`src/rtl/arm_multiplier.sv`:
```
// ARM7TDMI multiply unit: MUL/MLA/UMULL/SMULL/UMLAL/SMLAL.
// It retires 8 multiplier bits per ITER cycle and uses early termination on Rs.
module arm_multiplier #(
   parameter logic EARLY_TERM = 1'b1
) (
   input  logic        clk,
   input  logic        rst_n,
   input  logic        start,
   input  logic        accumulate,
   input  logic        long_op,
   input  logic        signed_op,
   input  logic        set_flags,
   input  logic [3:0]  rd_in,
   input  logic [3:0]  rdhi_in,
   input  logic [31:0] Rm_data,
   input  logic [31:0] Rs_data,
   input  logic [31:0] Rn_data,
   input  logic [31:0] acc_hi,
   input  logic        flush,
   output logic        busy,
   output logic        done,
   output logic [3:0]  Rd,
   output logic [3:0]  RdHi,
   output logic [31:0] Rd_data,
   output logic [31:0] RdHi_data,
   output logic        regWrite,
   output logic        regHiWrite,
   output logic        flag_n,
   output logic        flag_z,
   output logic        flags_we
);

   typedef enum logic [1:0] {S_IDLE, S_ITER, S_ACC, S_HI} state_t;

   state_t      state_q, state_d;
   logic        busy_q, busy_d;
   logic [1:0]  cnt_q, cnt_d;
   logic [1:0]  last_q, last_d;
   logic        acc_q, acc_d;
   logic        long_q, long_d;
   logic        setf_q, setf_d;
   logic [3:0]  rd_q, rd_d;
   logic [3:0]  rdhi_q, rdhi_d;
   logic [63:0] mcand_q, mcand_d;
   logic [32:0] mplier_q, mplier_d;
   logic [63:0] addend_q, addend_d;
   logic [63:0] res_q, res_d;
   logic        done_q, done_d;
   logic        hiwe_q, hiwe_d;
   logic        fwe_q, fwe_d;
   logic [3:0]  rd_out_q, rd_out_d;
   logic [3:0]  rdhi_out_q, rdhi_out_d;
   logic [31:0] lo_q, lo_d;
   logic [31:0] hi_q, hi_d;
   logic        n_q, n_d;
   logic        z_q, z_d;

   logic        accept, uns_long, ones_ok, finish;
   logic        z8, z16, z24, o8, o16, o24;
   logic [8:0]  digit;
   logic [63:0] pp, sum;

   always_comb begin
      state_d    = state_q;
      busy_d     = busy_q;
      cnt_d      = cnt_q;
      last_d     = last_q;
      acc_d      = acc_q;
      long_d     = long_q;
      setf_d     = setf_q;
      rd_d       = rd_q;
      rdhi_d     = rdhi_q;
      mcand_d    = mcand_q;
      mplier_d   = mplier_q;
      addend_d   = addend_q;
      res_d      = res_q;
      done_d     = 1'b0;
      hiwe_d     = 1'b0;
      fwe_d      = 1'b0;
      rd_out_d   = rd_out_q;
      rdhi_out_d = rdhi_out_q;
      lo_d       = lo_q;
      hi_d       = hi_q;
      n_d        = n_q;
      z_d        = z_q;
      finish     = 1'b0;

      accept   = start & ~busy_q & ~flush;
      uns_long = long_op & ~signed_op;
      ones_ok  = ~long_op | signed_op;
      z8  = ~|Rs_data[31:8];
      z16 = ~|Rs_data[31:16];
      z24 = ~|Rs_data[31:24];
      o8  = &Rs_data[31:8];
      o16 = &Rs_data[31:16];
      o24 = &Rs_data[31:24];

      // The last digit carries the sign of the bits above it: those bits are
      // either all zeros or all ones, because termination only happens then.
      digit = {(cnt_q == last_q) & mplier_q[8], mplier_q[7:0]};
      pp    = mcand_q * {{55{digit[8]}}, digit};
      case (state_q)
         S_ITER:  sum = res_q + pp;
         S_ACC:   sum = res_q + addend_q;
         default: sum = res_q;
      endcase

      if (flush && busy_q) begin
         state_d = S_IDLE;
         busy_d  = 1'b0;
      end else begin
         case (state_q)
            S_IDLE: if (accept) begin
               state_d  = S_ITER;
               busy_d   = 1'b1;
               cnt_d    = 2'd0;
               acc_d    = accumulate;
               long_d   = long_op;
               setf_d   = set_flags;
               rd_d     = rd_in;
               rdhi_d   = rdhi_in;
               mcand_d  = {{32{Rm_data[31] & ~uns_long}}, Rm_data};
               mplier_d = {Rs_data[31] & ~uns_long, Rs_data};
               addend_d = {long_op ? acc_hi : 32'd0, Rn_data};
               res_d    = 64'd0;
               if (!EARLY_TERM)                 last_d = 2'd3;
               else if (z8  || (o8  && ones_ok)) last_d = 2'd0;
               else if (z16 || (o16 && ones_ok)) last_d = 2'd1;
               else if (z24 || (o24 && ones_ok)) last_d = 2'd2;
               else                              last_d = 2'd3;
            end
            S_ITER: begin
               res_d    = sum;
               mcand_d  = {mcand_q[55:0], 8'd0};
               mplier_d = {{8{mplier_q[32]}}, mplier_q[32:8]};
               cnt_d    = cnt_q + 2'd1;
               if (cnt_q == last_q) begin
                  if (acc_q)       state_d = S_ACC;
                  else if (long_q) state_d = S_HI;
                  else             finish  = 1'b1;
               end
            end
            S_ACC: begin
               res_d = sum;
               if (long_q) state_d = S_HI;
               else        finish  = 1'b1;
            end
            S_HI:    finish = 1'b1;
            default: state_d = S_IDLE;
         endcase

         if (finish) begin
            state_d    = S_IDLE;
            busy_d     = 1'b0;
            done_d     = 1'b1;
            hiwe_d     = long_q;
            fwe_d      = setf_q;
            rd_out_d   = rd_q;
            rdhi_out_d = rdhi_q;
            lo_d       = sum[31:0];
            hi_d       = long_q ? sum[63:32] : 32'd0;
            n_d        = long_q ? sum[63] : sum[31];
            z_d        = long_q ? (sum == 64'd0) : (sum[31:0] == 32'd0);
         end
      end
   end

   always_ff @(posedge clk or negedge rst_n) begin
      if (!rst_n) begin
         state_q    <= S_IDLE;
         busy_q     <= 1'b0;
         cnt_q      <= 2'd0;
         last_q     <= 2'd0;
         acc_q      <= 1'b0;
         long_q     <= 1'b0;
         setf_q     <= 1'b0;
         rd_q       <= 4'd0;
         rdhi_q     <= 4'd0;
         mcand_q    <= 64'd0;
         mplier_q   <= 33'd0;
         addend_q   <= 64'd0;
         res_q      <= 64'd0;
         done_q     <= 1'b0;
         hiwe_q     <= 1'b0;
         fwe_q      <= 1'b0;
         rd_out_q   <= 4'd0;
         rdhi_out_q <= 4'd0;
         lo_q       <= 32'd0;
         hi_q       <= 32'd0;
         n_q        <= 1'b0;
         z_q        <= 1'b0;
      end else begin
         state_q    <= state_d;
         busy_q     <= busy_d;
         cnt_q      <= cnt_d;
         last_q     <= last_d;
         acc_q      <= acc_d;
         long_q     <= long_d;
         setf_q     <= setf_d;
         rd_q       <= rd_d;
         rdhi_q     <= rdhi_d;
         mcand_q    <= mcand_d;
         mplier_q   <= mplier_d;
         addend_q   <= addend_d;
         res_q      <= res_d;
         done_q     <= done_d;
         hiwe_q     <= hiwe_d;
         fwe_q      <= fwe_d;
         rd_out_q   <= rd_out_d;
         rdhi_out_q <= rdhi_out_d;
         lo_q       <= lo_d;
         hi_q       <= hi_d;
         n_q        <= n_d;
         z_q        <= z_d;
      end
   end

   assign busy       = busy_q;
   assign done       = done_q;
   assign regWrite   = done_q;
   assign regHiWrite = hiwe_q;
   assign flags_we   = fwe_q;
   assign Rd         = rd_out_q;
   assign RdHi       = rdhi_out_q;
   assign Rd_data    = lo_q;
   assign RdHi_data  = hi_q;
   assign flag_n     = n_q;
   assign flag_z     = z_q;

endmodule

```
`config.mk`:
```
export PLATFORM = sky130hd
export DESIGN_NAME = arm_multiplier
export DESIGN_NICKNAME = d
export VERILOG_FILES = /design/src/rtl/arm_multiplier.sv
export SDC_FILE = /design/constraint.sdc
export NUM_CORES = 2
export LEC_CHECK = 0
export ABC_AREA = 1
export ABC_CLOCK_PERIOD_IN_PS = 8400
export BUFFER_PORTS_ARGS = -buffer_cell sky130_fd_sc_hd__clkbuf_2
export CAP_MARGIN = 20
export CORE_ASPECT_RATIO = 0.9
export CORE_UTILIZATION = 50
export CTS_CLUSTER_DIAMETER = 100
export CTS_CLUSTER_SIZE = 12
export DETAILED_ROUTE_END_ITERATION = 12
export PLACE_DENSITY = 0.7
export SKIP_CTS_REPAIR_TIMING = 1
export SLEW_MARGIN = 20
export SYNTH_ARGS = -nofsm -noshare
export SYNTH_HDL_FRONTEND = slang
export SYNTH_SLANG_ARGS = --single-unit
```
`constraint.sdc`:
```
create_clock -name clk -period 8.4 [get_ports clk]
set_clock_uncertainty 0.1 [all_clocks]
set_input_delay 1.68 -clock clk [delete_from_list [all_inputs] [get_ports clk]]
set_output_delay 1.68 -clock clk [all_outputs]
set_load 0.05 [all_outputs]
```
Word-level counts from Yosys, hierarchy flattened
Cells that the tools add are included.
{"block": "op_classes", "shifts": 0, "multipliers": 1, "n_eq_ne": 7, "n_div": 0, "n_bitwise": 14, "muxes": 38, "add_sub_neg": 3, "n_lt_le_gt_ge": 0, "n_reduce_logical": 32}
{"operator": "$pmux 64 s2", "count": 3}
{"operator": "$add 64x64->64", "count": 2}
{"operator": "$mux 64", "count": 2}
{"operator": "$pmux 33 s2", "count": 1}
{"operator": "$logic_not 64->1", "count": 1}
{"operator": "$mul 64x9->64", "count": 1}
{"operator": "$mux 32", "count": 2}
{"operator": "$mux 33", "count": 1}
{"operator": "$logic_not 32->1", "count": 1}
{"operator": "$reduce_and 24->1", "count": 1}
{"operator": "$reduce_or 24->1", "count": 1}
{"operator": "$mux 2", "count": 9}
{"operator": "$mux 1", "count": 17}
{"operator": "$reduce_and 16->1", "count": 1}
{"operator": "$reduce_or 16->1", "count": 1}
{"operator": "$reduce_and 3->1", "count": 4}
{"operator": "$ne 4x4->1 const B", "count": 2}
{"operator": "$reduce_and 8->1", "count": 1}
{"operator": "$reduce_or 8->1", "count": 1}
{"operator": "$not 1->1", "count": 7}
{"operator": "$and 1x1->1", "count": 6}
{"operator": "$pmux 2 s3", "count": 1}
{"operator": "$reduce_bool 3->1", "count": 2}
{"operator": "$reduce_bool 5->1", "count": 1}
{"operator": "16 further kinds", "count": 26}
{"block": "totals", "input_bits": 144, "out_inout_bits": 79, "regBits": 320, "romBits": 0, "mem_count": 0, "ramBits": 0, "latchBits": 0}

Depth between registers and ports, before layout
{"block": "depth", "word_depth": 7, "ltp_mapped": 42, "ltp_nobuf": 40}

Worst setup path after synthesis
No wires, ideal clock.
{"block": "synth_path", "kind": "reg-to-reg", "from": "register last_q[1]", "to": "register z_q, in the netlist flag_z", "required_time_ns": 8.234, "slack_ns": 2.409, "stages_incl_launch_ff": 35, "arrival_time_ns": 5.825, "setup_time_ns": 0.066, "cell_sequence": "dfrtp_1 > xor2_1 > nor2_2 > inv_1 > nor2_1 > inv_1 > clkbuf_1 > buf_1 > nor2_1 > fa_1 > inv_1 > fa_1 > fa_1 > fa_1 > fa_1 > inv_1 > ha_1 > nand2_1 > inv_1 > nand2_1 > nand2_1 > nand2_1 > nand2_1 > inv_1 > nand3_1 > or2_2 > nand3_1 > o21ai_1 > mux2i_1 > nand2_1 > nor2_1 > nand4_1 > nor2_1 > nand2_1 > nand2_1"}
{"block": "synth_via", "elab_chain_cells": 7}
{"item": "start, declared", "line": "38", "text": "logic [1:0] last_q, last_d;"}
{"item": "start signal, assigned", "line": "196", "text": "last_q <= last_d;"}
{"item": "$eq 2x2->1 *", "line": "100, 137"}
{"item": "$and 1x1->1", "line": "100", "text": "digit = {(cnt_q == last_q) & mplier_q[8], mplier_q[7:0]};"}
{"item": "$mul 64x9->64", "line": "101", "text": "pp = mcand_q * {{55{digit[8]}}, digit};"}
{"item": "$add 64x64->64", "line": "103", "text": "S_ITER: sum = res_q + pp;"}
{"item": "$pmux 64 s2", "line": "102", "text": "case (state_q)"}
{"item": "$logic_not 64->1 or $logic_not 32->1 (tied branches)", "line": "163", "text": "z_d = long_q ? (sum == 64'd0) : (sum[31:0] == 32'd0);"}
{"item": "$mux 1", "line": "163"}
{"item": "end signal, assigned", "line": "214", "text": "z_q <= z_d;"}
{"item": "end, declared", "line": "56", "text": "logic z_q, z_d;"}
Every way passes the cells marked *; elsewhere a longest branch is shown, timed or not. The select of a mux whose other input is x is not followed.
A chain may end at the register's enable or synchronous reset.

Final worst setup path
Ends and elaborated chain as after synthesis.

==> results.sh <==
export IMPL_htreeDepth=2
export IMPL_worstHoldPathType="register to register"
export IMPL_drtAntennaViolNets=0
export IMPL_clock_fmax_mhz=127
export IMPL_cp_endpoint="flag_z"
export IMPL_drt_pass1_iter_count=8
export IMPL_drv_cap=0
export IMPL_track_usage_pct=33.3
export IMPL_synth_compound_area_share_pct=6.10
export IMPL_cp_data_required_time_ns=8.83
export IMPL_antenna_cells=0
export IMPL_cp_slowest_cell="fa_1"
export IMPL_synthMuxAreaShare_pct=0.0705
export IMPL_r2r_setup_slack_ns=0.54
export IMPL_clockBufferDepth=3
export IMPL_end_kind="register"
export IMPL_clockRootBuffer="clkbuf_16"
export IMPL_grt_max_degree=118
export IMPL_ys_seq_area_share_pct=18.8
export IMPL_nets=7257
export IMPL_core_um2=84400
export IMPL_grt_pass1_wl_um=220000
export IMPL_synthSimpleGateAreaFrac_pct=31.3
export IMPL_synth_edf_count=0
export IMPL_grt_pass1_vias=38000
export IMPL_worstRegToRegCells=35
export IMPL_rsz0062_at_grt="no"
export IMPL_cp_arrival_ns=8.29
export IMPL_layout_common_cells="nand2_1 (2190), inv_1 (1477), fa_1 (464), nand3_1 (357), dfrtp_1 (312)"
export IMPL_ys_ff_latch=320
export IMPL_io_pins=223
export IMPL_hpwl_um=117000
export IMPL_ys_async_sr_fraction_pct=100
export IMPL_die_w_um=310
export IMPL_dieArea_um2=86400
export IMPL_synth_top_family_by_area="simple AND/OR/NAND/NOR gates"
export IMPL_final_layout_size_suffix_gt1_share_pct=8.49
export IMPL_reg2reg_to="flag_z"
export IMPL_clk_pin_slew_ns=0.06
export IMPL_synth_xor_area_share_pct=0.308
export IMPL_crit_path_start_kind="register"
export IMPL_cts_sink_count=320
export IMPL_hold_viol=0
export IMPL_yosysWarnings=0
export IMPL_layout_commonest_cell="nand2_1"
export IMPL_post_route_min_period_ns=7.86
export IMPL_status="finished, final reports clean"
export IMPL_avgSynthCellArea_um2=6.66
export IMPL_row_count=101
export IMPL_startpoint="last_q[1]"
export IMPL_area_growth_pct=6.85
export IMPL_reg2reg_from="last_q[1]"
export IMPL_tritoncts="yes"
export IMPL_port_buffer_count=222
export IMPL_drt_iter0_markers=4130
export IMPL_finalSetupViolCount=0
export IMPL_crit_top_cell="nand2_1"
export IMPL_clk_latency_ns=0.60
export IMPL_synth_area_um2=42600
export IMPL_wire_per_inst_um=18.8
export IMPL_overflow=0
export IMPL_synth_cell_types=55
export IMPL_synth_adder_area_share_pct=27.9
export IMPL_slew_viol_final=0
export IMPL_relSlewSlack_pct=34.2
export IMPL_slowest_delay_ns=0.51
export IMPL_crit_path_max_fanout=22
export IMPL_cts_buffers=34
export IMPL_period_share_pct=93.6
export IMPL_synthesis_nets=7210
export IMPL_fin_setup_tns_ns=0
export IMPL_via_count=39800
export IMPL_wirelength_um=142000
export IMPL_worst_setup_path_type="register to register"
export IMPL_antenna_found_initial=0
export IMPL_die_h_um=279
export IMPL_synth_main_ff_cell="dfrtp_1"
export IMPL_syn_inst=6395
export IMPL_viasPerCell=5.25
export IMPL_drt_drc_violations_left=0
export IMPL_initial_core_util_pct=50.5
export IMPL_tightest_slew_ns=0.987
export IMPL_min_delay_path_depth=2
export IMPL_place_congestion=1.11
==> synthesized netlist by cell type (6+ instances only) <==
| cell type | n | area, µm² |
|---|---|---|
| a21oi_1 | 124 | 621 |
| a21oi_2 | 6 | 52.6 |
| a31oi_1 | 52 | 325 |
| buf_1 | 58 | 218 |
| buf_2 | 22 | 110 |
| clkbuf_1 | 158 | 593 |
| clkinv_1 | 8 | 30.0 |
| dfrtp_1 | 320 | 8010 |
| fa_1 | 464 | 9290 |
| ha_1 | 207 | 2590 |
| inv_1 | 1480 | 5560 |
| inv_2 | 32 | 120 |
| nand2_1 | 2190 | 8220 |
| nand2_2 | 67 | 419 |
| nand3_1 | 357 | 1790 |
| nand3_2 | 25 | 250 |
| nand3b_1 | 19 | 143 |
| nand4_1 | 53 | 332 |
| nor2_1 | 289 | 1080 |
| nor2_2 | 68 | 425 |
| nor2_4 | 20 | 225 |
| nor3_1 | 19 | 95.1 |
| nor3_2 | 9 | 90.1 |
| o211ai_1 | 18 | 135 |
| o21ai_0 | 229 | 1150 |
| o21ai_1 | 9 | 45.0 |
| o21bai_1 | 16 | 120 |
| or2_0 | 6 | 37.5 |
| or2_1 | 8 | 50.1 |
| xnor2_1 | 10 | 87.6 |
==> final cells by class <==
cell class              count  area, µm²
clock buffers              38        866
clock inverters             9        123
multi-input cells        4315      28000
fillers                  8595      38900
flip-flops and latches    320       8020
repair buffers            251       1370
well taps                1133       1420
inverters                1520       5710
==> metal layers <==
metal | wire length [µm] | GRT usage (%)
met1 | 60900 | 46.8
met2 | 63900 | 52.0
met3 | 11900 | 5.37
met4 | 5690 | 11.7
met5 | 0 | 0
==> cell families after synthesis <==
logic type | count (synthesis)
AOI/OAI and AO/OA | 473
xor gates and xnor gates | 15
adders and majority gates | 671
buffers and inverters | 1760
DFF | 320
muxes | 3
and+or+nand+nor | 3153
==> per-stage QoR <==
stage          instance area, µm²  hold slack [ns]  setup WS, ns  cells  utilization [%]
3_3_place_gp                44500            0.347         0.787   7538             52.8
4_1_cts                     45500            0.375         0.821   7586             53.9
2_1_floorplan               42600            0.342          2.41   6395                -
3_5_place_dp                44500            0.357         0.830   7539             52.8
6_report                    45500            0.372         0.539   7586             53.9
5_1_grt                     45500            0.380         0.211   7586             53.9
==> worst max-delay path, delay by kind of cell, from the launching register on <==
family,cells,cell delay [ns]
XOR/XNOR,1,0.18
AND/OR/NAND/NOR,21,3.06
buffers and inverters,7,1.21
flip-flops,1,0.39
adder cells (fa/ha/maj),6,2.84
==> worst min-delay path by stage <==
stage               from       to  slack, ns
2_1_floorplan  rdhi_q[0]  RdHi[0]       0.34
3_3_place_gp     rd_q[1]    Rd[1]       0.35
3_5_place_dp     rd_q[2]    Rd[2]       0.36
4_1_cts          rd_q[3]    Rd[3]       0.37
5_1_grt          rd_q[0]    Rd[0]       0.38
6_report         rd_q[3]    Rd[3]       0.37
==> flip-flops by register name (all words and copies together) (netlist names), 4 cells and up <==
| name | flops |
|---|---|
| rd_q | 4 |
| addend_q | 64 |
| RdHi | 4 |
| rdhi_q | 4 |
| Rd | 4 |
| Rd_data | 32 |
| RdHi_data | 32 |
| mplier_q | 33 |
| mcand_q | 64 |
| res_q | 64 |
Power is left out: the tool's default activity adds up to more than one toggle a clock period on the data nets, which glitch-free logic cannot reach.
